File: src/rtl/ili9341_pkg.sv
// Shared constants, FSM encoding and helpers for the ILI9341 serial receiver.
package ili9341_pkg;

  localparam logic [7:0] CMD_SWRESET = 8'h01;
  localparam logic [7:0] CMD_CASET   = 8'h2A;
  localparam logic [7:0] CMD_PASET   = 8'h2B;
  localparam logic [7:0] CMD_RAMWR   = 8'h2C;

  localparam logic [15:0] COLOR_RED  = 16'hF800;

  typedef enum logic [3:0] {
    ST_IDLE,
    ST_CASET0,
    ST_CASET1,
    ST_CASET2,
    ST_CASET3,
    ST_PASET0,
    ST_PASET1,
    ST_PASET2,
    ST_PASET3,
    ST_RAMWR_HI,
    ST_RAMWR_LO,
    ST_SKIP
  } rx_state_e;

  // Window end values beyond the panel are pulled back to the last row/column.
  function automatic logic [15:0] clamp_end(input logic [15:0] e, input logic [15:0] lim);
    return (e > lim) ? lim : e;
  endfunction

endpackage

File: src/rtl/ili9341_spi_rx_if.sv
// Four-wire LCD serial link: the controller drives it, the receiver observes it.
interface ili9341_spi_rx_if;
  logic cs_n;
  logic sck;
  logic mosi;
  logic dc;

  modport master (output cs_n, output sck, output mosi, output dc);
  modport slave  (input  cs_n, input  sck, input  mosi, input  dc);
endinterface

File: src/rtl/ili9341_spi_rx_byte.sv
// Synchronizes the serial link into clk, detects sck rising edges and
// deserializes mode-0 MSB-first bytes together with the dc flag.
module spi_rx_byte #(
  parameter int unsigned SYNC_STAGES = 2
) (
  input  logic       clk,
  input  logic       rst_n,
  input  logic       cs_n_i,
  input  logic       sck_i,
  input  logic       mosi_i,
  input  logic       dc_i,
  output logic       byte_valid_o,
  output logic [7:0] byte_data_o,
  output logic       byte_dc_o
);

  // Bundle order {cs_n, sck, mosi, dc}; cs_n resets to the deselected level.
  localparam logic [3:0] SYNC_RST = 4'b1000;

  logic [3:0] link_s;

  if (SYNC_STAGES == 0) begin : g_nosync
    assign link_s = {cs_n_i, sck_i, mosi_i, dc_i};
  end else begin : g_sync
    logic [3:0] sync_q [SYNC_STAGES];

    // Plain flop chain on every link input before any edge detection.
    always_ff @(posedge clk) begin
      if (!rst_n) begin
        for (int i = 0; i < int'(SYNC_STAGES); i++) sync_q[i] <= SYNC_RST;
      end else begin
        sync_q[0] <= {cs_n_i, sck_i, mosi_i, dc_i};
        for (int i = 1; i < int'(SYNC_STAGES); i++) sync_q[i] <= sync_q[i-1];
      end
    end

    assign link_s = sync_q[SYNC_STAGES-1];
  end

  logic cs_n_s, sck_s, mosi_s, dc_s;
  assign {cs_n_s, sck_s, mosi_s, dc_s} = link_s;

  logic       sck_prev_q;
  logic [7:0] shreg_q, shreg_d;
  logic [2:0] cnt_q, cnt_d;
  logic       byte_valid_q, byte_valid_d;
  logic [7:0] byte_data_q, byte_data_d;
  logic       byte_dc_q, byte_dc_d;
  logic       sck_rise;

  assign sck_rise = sck_s & ~sck_prev_q;

  // Deserializer state register.
  always_ff @(posedge clk) begin
    if (!rst_n) begin
      sck_prev_q   <= 1'b0;
      shreg_q      <= '0;
      cnt_q        <= '0;
      byte_valid_q <= 1'b0;
      byte_data_q  <= '0;
      byte_dc_q    <= 1'b0;
    end else begin
      sck_prev_q   <= sck_s;
      shreg_q      <= shreg_d;
      cnt_q        <= cnt_d;
      byte_valid_q <= byte_valid_d;
      byte_data_q  <= byte_data_d;
      byte_dc_q    <= byte_dc_d;
    end
  end

  // Shift on sck rise while selected; deselect drops any partial byte.
  always_comb begin
    shreg_d      = shreg_q;
    cnt_d        = cnt_q;
    byte_valid_d = 1'b0;
    byte_data_d  = byte_data_q;
    byte_dc_d    = byte_dc_q;
    if (cs_n_s) begin
      cnt_d = 3'd0;
    end else if (sck_rise) begin
      shreg_d = {shreg_q[6:0], mosi_s};
      cnt_d   = cnt_q + 3'd1;
      if (cnt_q == 3'd7) begin
        byte_valid_d = 1'b1;
        byte_data_d  = {shreg_q[6:0], mosi_s};
        byte_dc_d    = dc_s;
      end
    end
  end

  assign byte_valid_o = byte_valid_q;
  assign byte_data_o  = byte_data_q;
  assign byte_dc_o    = byte_dc_q;

endmodule

File: src/rtl/ili9341_spi_rx.sv
// ILI9341 receive-side stand-in: decodes SWRESET/CASET/PASET/RAMWR from the
// serial link and emits RGB565 pixel writes with their x/y coordinates.
// Optional feature macro: ILI9341_RX_FRAME_DONE_EN (frame_done_o pulse on the
// last pixel of the window; tied to 0 when undefined).
module ili9341_spi_rx
  import ili9341_pkg::*;
#(
  parameter  int unsigned WIDTH       = 320,
  parameter  int unsigned HEIGHT      = 240,
  parameter  int unsigned SYNC_STAGES = 2,
  localparam int unsigned XW          = $clog2(WIDTH),
  localparam int unsigned YW          = $clog2(HEIGHT)
) (
  input  logic                 clk,
  input  logic                 rst_n,
  ili9341_spi_rx_if.slave      link,
  output logic                 byte_valid_o,
  output logic [7:0]           byte_data_o,
  output logic                 byte_dc_o,
  output logic                 pixel_valid_o,
  output logic [15:0]          pixel_data_o,
  output logic [XW-1:0]        pixel_x_o,
  output logic [YW-1:0]        pixel_y_o,
  output logic                 win_err_o,
  output logic                 frame_done_o
);

  localparam logic [XW-1:0] X_LAST = XW'(WIDTH - 1);
  localparam logic [YW-1:0] Y_LAST = YW'(HEIGHT - 1);

  logic       rb_valid;
  logic [7:0] rb_data;
  logic       rb_dc;

  spi_rx_byte #(
    .SYNC_STAGES (SYNC_STAGES)
  ) u_byte (
    .clk          (clk),
    .rst_n        (rst_n),
    .cs_n_i       (link.cs_n),
    .sck_i        (link.sck),
    .mosi_i       (link.mosi),
    .dc_i         (link.dc),
    .byte_valid_o (rb_valid),
    .byte_data_o  (rb_data),
    .byte_dc_o    (rb_dc)
  );

  rx_state_e     state_q, state_d;
  logic [XW-1:0] xs_q, xs_d, xe_q, xe_d, x_q, x_d;
  logic [YW-1:0] ys_q, ys_d, ye_q, ye_d, y_q, y_d;
  logic [15:0]   par_s_q, par_s_d;
  logic [7:0]    par_e_hi_q, par_e_hi_d;
  logic [7:0]    hi_q, hi_d;
  logic          win_err_q, win_err_d;
  logic          pixel_valid_q, pixel_valid_d;
  logic [15:0]   pixel_data_q, pixel_data_d;
  logic [XW-1:0] pixel_x_q, pixel_x_d;
  logic [YW-1:0] pixel_y_q, pixel_y_d;
`ifdef ILI9341_RX_FRAME_DONE_EN
  logic          frame_done_q, frame_done_d;
`endif

  // Decoder state, window, pointer and output registers.
  always_ff @(posedge clk) begin
    if (!rst_n) begin
      state_q       <= ST_IDLE;
      xs_q          <= '0;
      xe_q          <= X_LAST;
      ys_q          <= '0;
      ye_q          <= Y_LAST;
      x_q           <= '0;
      y_q           <= '0;
      par_s_q       <= '0;
      par_e_hi_q    <= '0;
      hi_q          <= '0;
      win_err_q     <= 1'b0;
      pixel_valid_q <= 1'b0;
      pixel_data_q  <= '0;
      pixel_x_q     <= '0;
      pixel_y_q     <= '0;
`ifdef ILI9341_RX_FRAME_DONE_EN
      frame_done_q  <= 1'b0;
`endif
    end else begin
      state_q       <= state_d;
      xs_q          <= xs_d;
      xe_q          <= xe_d;
      ys_q          <= ys_d;
      ye_q          <= ye_d;
      x_q           <= x_d;
      y_q           <= y_d;
      par_s_q       <= par_s_d;
      par_e_hi_q    <= par_e_hi_d;
      hi_q          <= hi_d;
      win_err_q     <= win_err_d;
      pixel_valid_q <= pixel_valid_d;
      pixel_data_q  <= pixel_data_d;
      pixel_x_q     <= pixel_x_d;
      pixel_y_q     <= pixel_y_d;
`ifdef ILI9341_RX_FRAME_DONE_EN
      frame_done_q  <= frame_done_d;
`endif
    end
  end

  // Command decode, parameter collection and pixel/pointer sequencing.
  always_comb begin
    state_d       = state_q;
    xs_d          = xs_q;
    xe_d          = xe_q;
    ys_d          = ys_q;
    ye_d          = ye_q;
    x_d           = x_q;
    y_d           = y_q;
    par_s_d       = par_s_q;
    par_e_hi_d    = par_e_hi_q;
    hi_d          = hi_q;
    win_err_d     = win_err_q;
    pixel_valid_d = 1'b0;
    pixel_data_d  = pixel_data_q;
    pixel_x_d     = pixel_x_q;
    pixel_y_d     = pixel_y_q;
`ifdef ILI9341_RX_FRAME_DONE_EN
    frame_done_d  = 1'b0;
`endif

    if (rb_valid) begin
      if (rb_dc) begin
        // A command always wins, whatever the sequence in progress.
        case (rb_data)
          CMD_CASET: state_d = ST_CASET0;
          CMD_PASET: state_d = ST_PASET0;
          CMD_RAMWR: begin
            if ((xs_q > xe_q) || (ys_q > ye_q)) begin
              win_err_d = 1'b1;
              state_d   = ST_SKIP;
            end else begin
              x_d     = xs_q;
              y_d     = ys_q;
              state_d = ST_RAMWR_HI;
            end
          end
          CMD_SWRESET: begin
            xs_d      = '0;
            xe_d      = X_LAST;
            ys_d      = '0;
            ye_d      = Y_LAST;
            win_err_d = 1'b0;
            state_d   = ST_IDLE;
          end
          default: state_d = ST_SKIP;
        endcase
      end else begin
        case (state_q)
          ST_CASET0: begin par_s_d[15:8] = rb_data; state_d = ST_CASET1; end
          ST_CASET1: begin par_s_d[7:0]  = rb_data; state_d = ST_CASET2; end
          ST_CASET2: begin par_e_hi_d    = rb_data; state_d = ST_CASET3; end
          ST_CASET3: begin
            xs_d    = XW'(par_s_q);
            xe_d    = XW'(clamp_end({par_e_hi_q, rb_data}, 16'(WIDTH - 1)));
            state_d = ST_IDLE;
          end
          ST_PASET0: begin par_s_d[15:8] = rb_data; state_d = ST_PASET1; end
          ST_PASET1: begin par_s_d[7:0]  = rb_data; state_d = ST_PASET2; end
          ST_PASET2: begin par_e_hi_d    = rb_data; state_d = ST_PASET3; end
          ST_PASET3: begin
            ys_d    = YW'(par_s_q);
            ye_d    = YW'(clamp_end({par_e_hi_q, rb_data}, 16'(HEIGHT - 1)));
            state_d = ST_IDLE;
          end
          ST_RAMWR_HI: begin
            hi_d    = rb_data;
            state_d = ST_RAMWR_LO;
          end
          ST_RAMWR_LO: begin
            pixel_valid_d = 1'b1;
            pixel_data_d  = {hi_q, rb_data};
            pixel_x_d     = x_q;
            pixel_y_d     = y_q;
`ifdef ILI9341_RX_FRAME_DONE_EN
            frame_done_d  = (x_q == xe_q) && (y_q == ye_q);
`endif
            if (x_q == xe_q) begin
              x_d = xs_q;
              y_d = (y_q == ye_q) ? ys_q : y_q + YW'(1);
            end else begin
              x_d = x_q + XW'(1);
            end
            state_d = ST_RAMWR_HI;
          end
          default: ;
        endcase
      end
    end
  end

  assign byte_valid_o  = rb_valid;
  assign byte_data_o   = rb_data;
  assign byte_dc_o     = rb_dc;
  assign pixel_valid_o = pixel_valid_q;
  assign pixel_data_o  = pixel_data_q;
  assign pixel_x_o     = pixel_x_q;
  assign pixel_y_o     = pixel_y_q;
  assign win_err_o     = win_err_q;
`ifdef ILI9341_RX_FRAME_DONE_EN
  assign frame_done_o  = frame_done_q;
`else
  assign frame_done_o  = 1'b0;
`endif

endmodule

File: src/flat_wrapper.sv
// flat-port wrapper written by rule: the top's interface ports become plain ports
module ili9341_spi_rx_flat import ili9341_pkg::*;
#(
  parameter  int unsigned WIDTH       = 320,
  parameter  int unsigned HEIGHT      = 240,
  parameter  int unsigned SYNC_STAGES = 2,
  localparam int unsigned XW          = $clog2(WIDTH),
  localparam int unsigned YW          = $clog2(HEIGHT)
)
  (clk, rst_n, byte_valid_o, byte_data_o, byte_dc_o, pixel_valid_o, pixel_data_o, pixel_x_o, pixel_y_o, win_err_o, frame_done_o, link_cs_n, link_sck, link_mosi, link_dc);
  ili9341_spi_rx_if link_i ();
  input  logic clk;
  input  logic rst_n;
  output logic byte_valid_o;
  output logic [7:0] byte_data_o;
  output logic byte_dc_o;
  output logic pixel_valid_o;
  output logic [15:0] pixel_data_o;
  output logic [XW-1:0] pixel_x_o;
  output logic [YW-1:0] pixel_y_o;
  output logic win_err_o;
  output logic frame_done_o;
  input wire logic [$bits(link_i.cs_n)-1:0] link_cs_n;
  input wire logic [$bits(link_i.sck)-1:0] link_sck;
  input wire logic [$bits(link_i.mosi)-1:0] link_mosi;
  input wire logic [$bits(link_i.dc)-1:0] link_dc;
  assign link_i.cs_n = link_cs_n;
  assign link_i.sck = link_sck;
  assign link_i.mosi = link_mosi;
  assign link_i.dc = link_dc;
  ili9341_spi_rx #(.WIDTH(WIDTH), .HEIGHT(HEIGHT), .SYNC_STAGES(SYNC_STAGES)) u_core (.clk(clk), .rst_n(rst_n), .link(link_i), .byte_valid_o(byte_valid_o), .byte_data_o(byte_data_o), .byte_dc_o(byte_dc_o), .pixel_valid_o(pixel_valid_o), .pixel_data_o(pixel_data_o), .pixel_x_o(pixel_x_o), .pixel_y_o(pixel_y_o), .win_err_o(win_err_o), .frame_done_o(frame_done_o));
endmodule
File: config.mk
export PLATFORM = sky130hd
export DESIGN_NAME = ili9341_spi_rx_flat
export DESIGN_NICKNAME = d
export VERILOG_FILES = /design/src/rtl/ili9341_pkg.sv /design/src/rtl/ili9341_spi_rx_if.sv /design/src/rtl/ili9341_spi_rx_byte.sv /design/src/rtl/ili9341_spi_rx.sv /design/src/flat_wrapper.sv
export SDC_FILE = /design/constraint.sdc
export NUM_CORES = 1
export LEC_CHECK = 0
export ABC_CLOCK_PERIOD_IN_PS = 6150
export BUFFER_PORTS_ARGS = -buffer_cell sky130_fd_sc_hd__buf_2
export CORE_AREA = 4 4 109 111
export CTS_CLUSTER_DIAMETER = 30
export DETAILED_ROUTE_END_ITERATION = 10
export DIE_AREA = 0 0 113 115
export PLACE_DENSITY_LB_ADDON = 0.08
export SETUP_SLACK_MARGIN = 0.1
export SKIP_LAST_GASP = 1
export SLEW_MARGIN = 30
export SYNTH_ARGS = -nofsm -noshare
export SYNTH_HDL_FRONTEND = slang
export SYNTH_SLANG_ARGS = --single-unit
File: constraint.sdc
create_clock -name clk -period 6.15 [get_ports clk]
set_input_delay 1.845 -clock clk [delete_from_list [all_inputs] [get_ports clk]]
set_output_delay 1.845 -clock clk [all_outputs]
set_load 0.02 [all_outputs]
# [Word-level counts from Yosys, hierarchy flattened]
# Memories as Yosys holds them, arrays and structs flattened.
# Index checks and enable logic that the tools add are counted.
[totals] ramBits=8 elab_cells=124 ff_bits=136 output_inout_bits=46 in_bits=6 memories=1
[mem_list] memory="u_core.u_byte.g_sync.sync_q" depth=2 width=4 read_ports=2 rd_ports_with_merged_regs=0 wr=2 line_no="ili9341_spi_rx_byte.sv:25" rtl="logic [3:0] sync_q [SYNC_STAGES];"
[op_classes] n_reduce_logical=27 n_eq_ne=21 bitwise=9 n_addsub=3 muxes=37 n_lt_le_gt_ge=4
[ops] op="$mux 9" n=12
[ops] op="$mux 8" n=13
[ops] op="$pmux 4 s9" n=1
[ops] op="$eq 8x6->1 const B" n=3
[ops] op="$reduce_and 3->1" n=8
[ops] op="$eq 4x3->1 const B" n=4
[ops] op="$gt 16x8->1 const B" n=1
[ops] op="$gt 16x9->1 const B" n=1
[ops] op="$pmux 4 s4" n=1
[ops] op="$eq 4x4->1 const B" n=3
[ops] op="$mux 4" n=3
[ops] op="$reduce_bool 10->1" n=1
[ops] op="$reduce_bool 2->1" n=5
[ops] op="$reduce_or 2->1" n=5
[ops] op="$add 9x1->9 const B" n=1
[ops] op="$eq 9x9->1" n=1
[ops] op="$gt 9x9->1" n=1
[ops] op="$add 8x1->8 const B" n=1
[ops] op="$eq 4x2->1 const B" n=2
[ops] op="$eq 8x1->1 const B" n=1
[ops] op="$eq 8x8->1" n=1
[ops] op="$gt 8x8->1" n=1
[ops] op="$reduce_and 4->1" n=2
[ops] op="$ne 2x1->1 const B" n=3
[ops] op="14 further kinds" n=26

# [Longest topological paths before layout]
[depth] word_depth=5 mapped_depth=9 depth_no_buf=8

# [Hierarchy]
# Synthesis repeated with hierarchy kept, for this count alone.
[unflattened] cells_unflattened=772 area_unflattened_um2=6593.8
[modules_own_cells] module="ili9341_spi_rx" seq_area_each_um2=2302.2 cells_each=673 n_inst=1 area_per_inst_um2=5536.6
[modules_own_cells] module="spi_rx_byte" seq_area_each_um2=580.6 cells_each=99 n_inst=1 area_per_inst_um2=1057.3

# [Worst setup path before layout]
# OpenSTA, ideal clock, no wires.
[synth_path] kind="input -> register" from="in rst_n" to="reg u_core.par_e_hi_q[5]" arrival_ps=2749 cell_stages=5 slack_ps=3274 required_time_ps=6022 path_buffers=3 setup_ps=128 path_cell_list="clkbuf_1 inv_2 clkbuf_1 clkbuf_1 nor2_1"
[synth_rtl] item="start: declaration" line_no="flat_wrapper.sv:13" rtl="input logic rst_n;"
[synth_rtl] item="end signal: assignment" line_no="ili9341_spi_rx.sv:94" rtl="par_e_hi_q <= par_e_hi_d;"
[synth_rtl] item="end: declaration" line_no="ili9341_spi_rx.sv:53" rtl="logic [7:0] par_e_hi_q, par_e_hi_d;"
# No word-level cell between the ends.

# [Final worst setup path]
[layout_path] from="reg u_core.u_byte.byte_dc_q (netlist: u_core.u_byte.byte_dc_o)" to="out byte_dc_o"
[layout_rtl] item="start: declaration" line_no="ili9341_spi_rx_byte.sv:48" rtl="logic byte_dc_q, byte_dc_d;"
[layout_rtl] item="start signal: assignment" line_no="ili9341_spi_rx_byte.sv:68" rtl="byte_dc_q <= byte_dc_d;"
[layout_rtl] item="end: declaration" line_no="flat_wrapper.sv:16" rtl="output logic byte_dc_o;"
# No word-level cell between the ends.

==> impl_metrics.yaml <==
cells_and_area:
  area.growth.synth_to_final_pct: 12.10
  drive_gt1_share_pct: 11.79
  final_util_pct: 67.12
  n_fill_cell: 896
  fin_cells: 963
  diodes: 0
  nNetsFinal: 837
synthesis:
  syn-num-nets: 820
  async_reset_ff_share_pct: 0
  ys_ff_latch: 144
  yosysWarnings: 0
  synth_top_cell_by_area: "dfxtp_1"
  yosysTopAreaCellShare_pct: 44.61
  yosysSeqAreaShare_pct: 44.61
  syn_avg_cell_area_um2: 8.149
  synthFlopType: "dfxtp_1"
  synthDistinctLibCells: 63
  postSynthCellCount: 793
  synth_area_um2: 6462
  synth_edf_count: 0
  synthTopCellsByArea: "dfxtp_1, nand2_1, a21oi_1"
die:
  design.portCount: 52
  die_y_um: 115
  die_w_um: 113
  row_count: 38
  initial_utilization_pct: 59.88
  dieArea_um2: 13000
  core_area_um2: 10790
clock_tree:
  clk_path_buf_depth: 2
  clockRootBuffer: "clkbuf_8"
  post-cts-setup-buffers: 0
  clock-sinks: 144
  cts_resized: 0
  clkTransAtPathRegs_ns: 0.06
  cts_tree: "built"
  ctsHoldBuffers: 0
  clk_latency_ns: 0.53
  cts-buffers-inserted: 17
  htree_levels: 4
flow_run:
  drv_cap: 0
critical_path:
  startpoint_type: "flop"
  crit_arrival_ns: 1.79
  worst-path-max-fanout: 24
  critPathRequiredTime_ns: 4.30
  slowest_stage: "dfxtp_1"
  cpLargestDelayFamily: "flip-flops"
  path_cells: "buf_2"
  crit_type: "reg -> out"
  max_stage_delay_ns: 0.95
  crit_buf_inv: 1
  endpoint_kind: "output pin"
sta:
  setup_viol: 0
  relSlewSlack_pct: 36.19
  rsz0062_at_grt: "false"
  min_period_over_period_pct: 59.15
  whs_ns: 0.4309
  finalHoldViolCount: 0
  clock_skew_ns: 0.005514
  worstMarginPinSlew_ns: 0.9559
  drv_slew: 0
  min_period_ns: 3.637
  fin_setup_tns_ns: 0
  clock.fmax_mhz: 274.9
outcome:
  status: "finished, final reports clean"
pwr:
  cellLeakagePower_uw: 0.002810
  powerDensity_nw_per_um2: 264.6
  power.ir.vdd_worst_v: 0.0001939
grt:
  antenna_found_initial: 0
  grt_pass1_wl_um: 26720
  grt_pass1_vias: 5391
  grt_max_degree: 59
  grt_usage_pct: 25.52
  overflow: 0
detailed_routing:
  num_vias: 5740
  drt_first_pass_iters: 5
  drcViolationCount: 0
  via_per_inst: 5.961
  wl_per_cell_um: 16.56
  antenna_left: 0
  drt-total-wl_um: 15950
  drt_iter0_drc: 345
placed_design:
  place_hpwl_um: 10650
  post-place-cells: 931
  place_congestion: 0.9167
  numPortBuffers: 50
worst_hold_path:
  hp-class: "reg -> reg"
[per-stage QoR]
stage / power [uW] / setup WS, ns / cell area (um2)
final: 1917 / 2.513 / 7244
after floorplan: 973.7 / 3.274 / 6462
after global routing: 1975 / 2.404 / 7244
after global placement: 978.0 / 2.357 / 6685
after detailed placement: 978.9 / 2.264 / 6685
after CTS: 1927 / 2.535 / 7243
[worst paths after layout]
path,start,endpoint,slack [ns],cells after the start
setup / recovery,u_core.u_byte.byte_dc_o,byte_dc_o,2.51,1
setup reg to reg,u_core.u_byte.byte_dc_o,u_core.y_q[4],3.08,6
hold reg to reg,u_core.u_byte.g_sync.sync_q[0][3],u_core.u_byte.g_sync.sync_q[0][7],0.43,1
hold / removal,u_core.u_byte.g_sync.sync_q[0][3],u_core.u_byte.g_sync.sync_q[0][7],0.43,1
[Yosys cell counts (all sizes together), types with 2 or more instances]
library cell / n
or4b: 3
nor2: 52
a21oi: 91
o31a: 2
inv: 25
nand4: 7
nor2b: 10
nand2: 169
a41o: 2
or2: 2
dfxtp: 144
or4: 3
ha: 21
or3: 4
o22ai: 17
nor3: 14
xnor2: 5
nand2b: 6
nor4: 5
and2: 11
xor2: 14
a22oi: 20
mux2i: 23
o211ai: 7
o21ai: 14
buf: 14
a211oi: 4
nand3: 30
and3: 4
o221ai: 2
clkbuf: 42
o32ai: 6
[registers in the layout, summed over array words and instances (netlist names), 3 cells and up]
name,cells
u_core.u_byte.g_sync.sync_q,8
u_core.par_s_q,9
u_core.ys_q,8
u_core.u_byte.shreg_q,7
u_core.x_q,9
u_core.pixel_y_o,8
u_core.u_byte.cnt_q,3
u_core.xs_q,9
u_core.hi_q,8
u_core.u_byte.byte_data_o,8
u_core.ye_q,8
u_core.y_q,8
u_core.xe_q,9
u_core.state_q,4
u_core.pixel_data_o,16
u_core.par_e_hi_q,8
u_core.pixel_x_o,9
[area by class of cell]
cell class                 count  area (um2)  share of cell area [%]
clock inverter                10       85.08                   1.174
timing repair buffer          54       280.3                   3.869
clock buffer                  22       473.0                   6.529
sequential                   144        2883                   39.79
tap                          140       175.2                   2.418
inverter                      25       95.09                   1.313
multi-input combinational    568        3253                   44.90
[layout by cell type, fill, tap and decap left out, types with 3 or more instances in the layout]
cell        instances
buf_4               4
inv_1              24
o22ai_2             3
a21oi_1            91
nand4_1             7
nor2b_1            10
or3_1               4
nor3_1             12
buf_2              50
nor4_1              5
mux2i_1            23
xor2_1             14
ha_1               21
dfxtp_1           144
clkbuf_16          16
nor2_1             51
a22oi_1            20
and3_1              4
xnor2_1             5
nand2_1           169
o32ai_1             6
a211oi_1            4
nand3_1            30
and2_1             11
nand2b_1            6
o22ai_1            14
o211ai_1            7
clkinv_2            6
o21ai_0            11
clkinvlp_4          4
clkbuf_8            5
or4_1               3
[logic make-up (layout without fill, tap and decap cells)]
family / after synthesis / in the layout / share of synthesized area, %
AND/OR/NAND/NOR: 324 / 324 / 22.67
flip-flops: 144 / 144 / 44.61
AO/OA/AOI/OAI: 180 / 180 / 17.41
multiplexers: 23 / 23 / 3.562
buffers and inverters: 81 / 111 / 5.053
other: 1 / 1 / 0.05803
XOR/XNOR: 19 / 19 / 2.575
adder cells (fa/ha/maj): 21 / 21 / 4.066
[where the power goes]
group | internal (uW) | leakage, uW | switching [uW]
Sequential | 936 | 0.00116 | 0.812
Combinational | 4.50 | 0.00138 | 17.7
Clock | 575 | 0.000269 | 383
[layer usage]
layer	global-route usage (%)	share of wire, %	vias up
met3	5.421	6.5	34
met5	0	0	-
met2	42.14	48	216
met1	32.19	43	2702
met4	11.70	2.4	0
li1	-	-	2788
(Power assumes the default switching activity.)
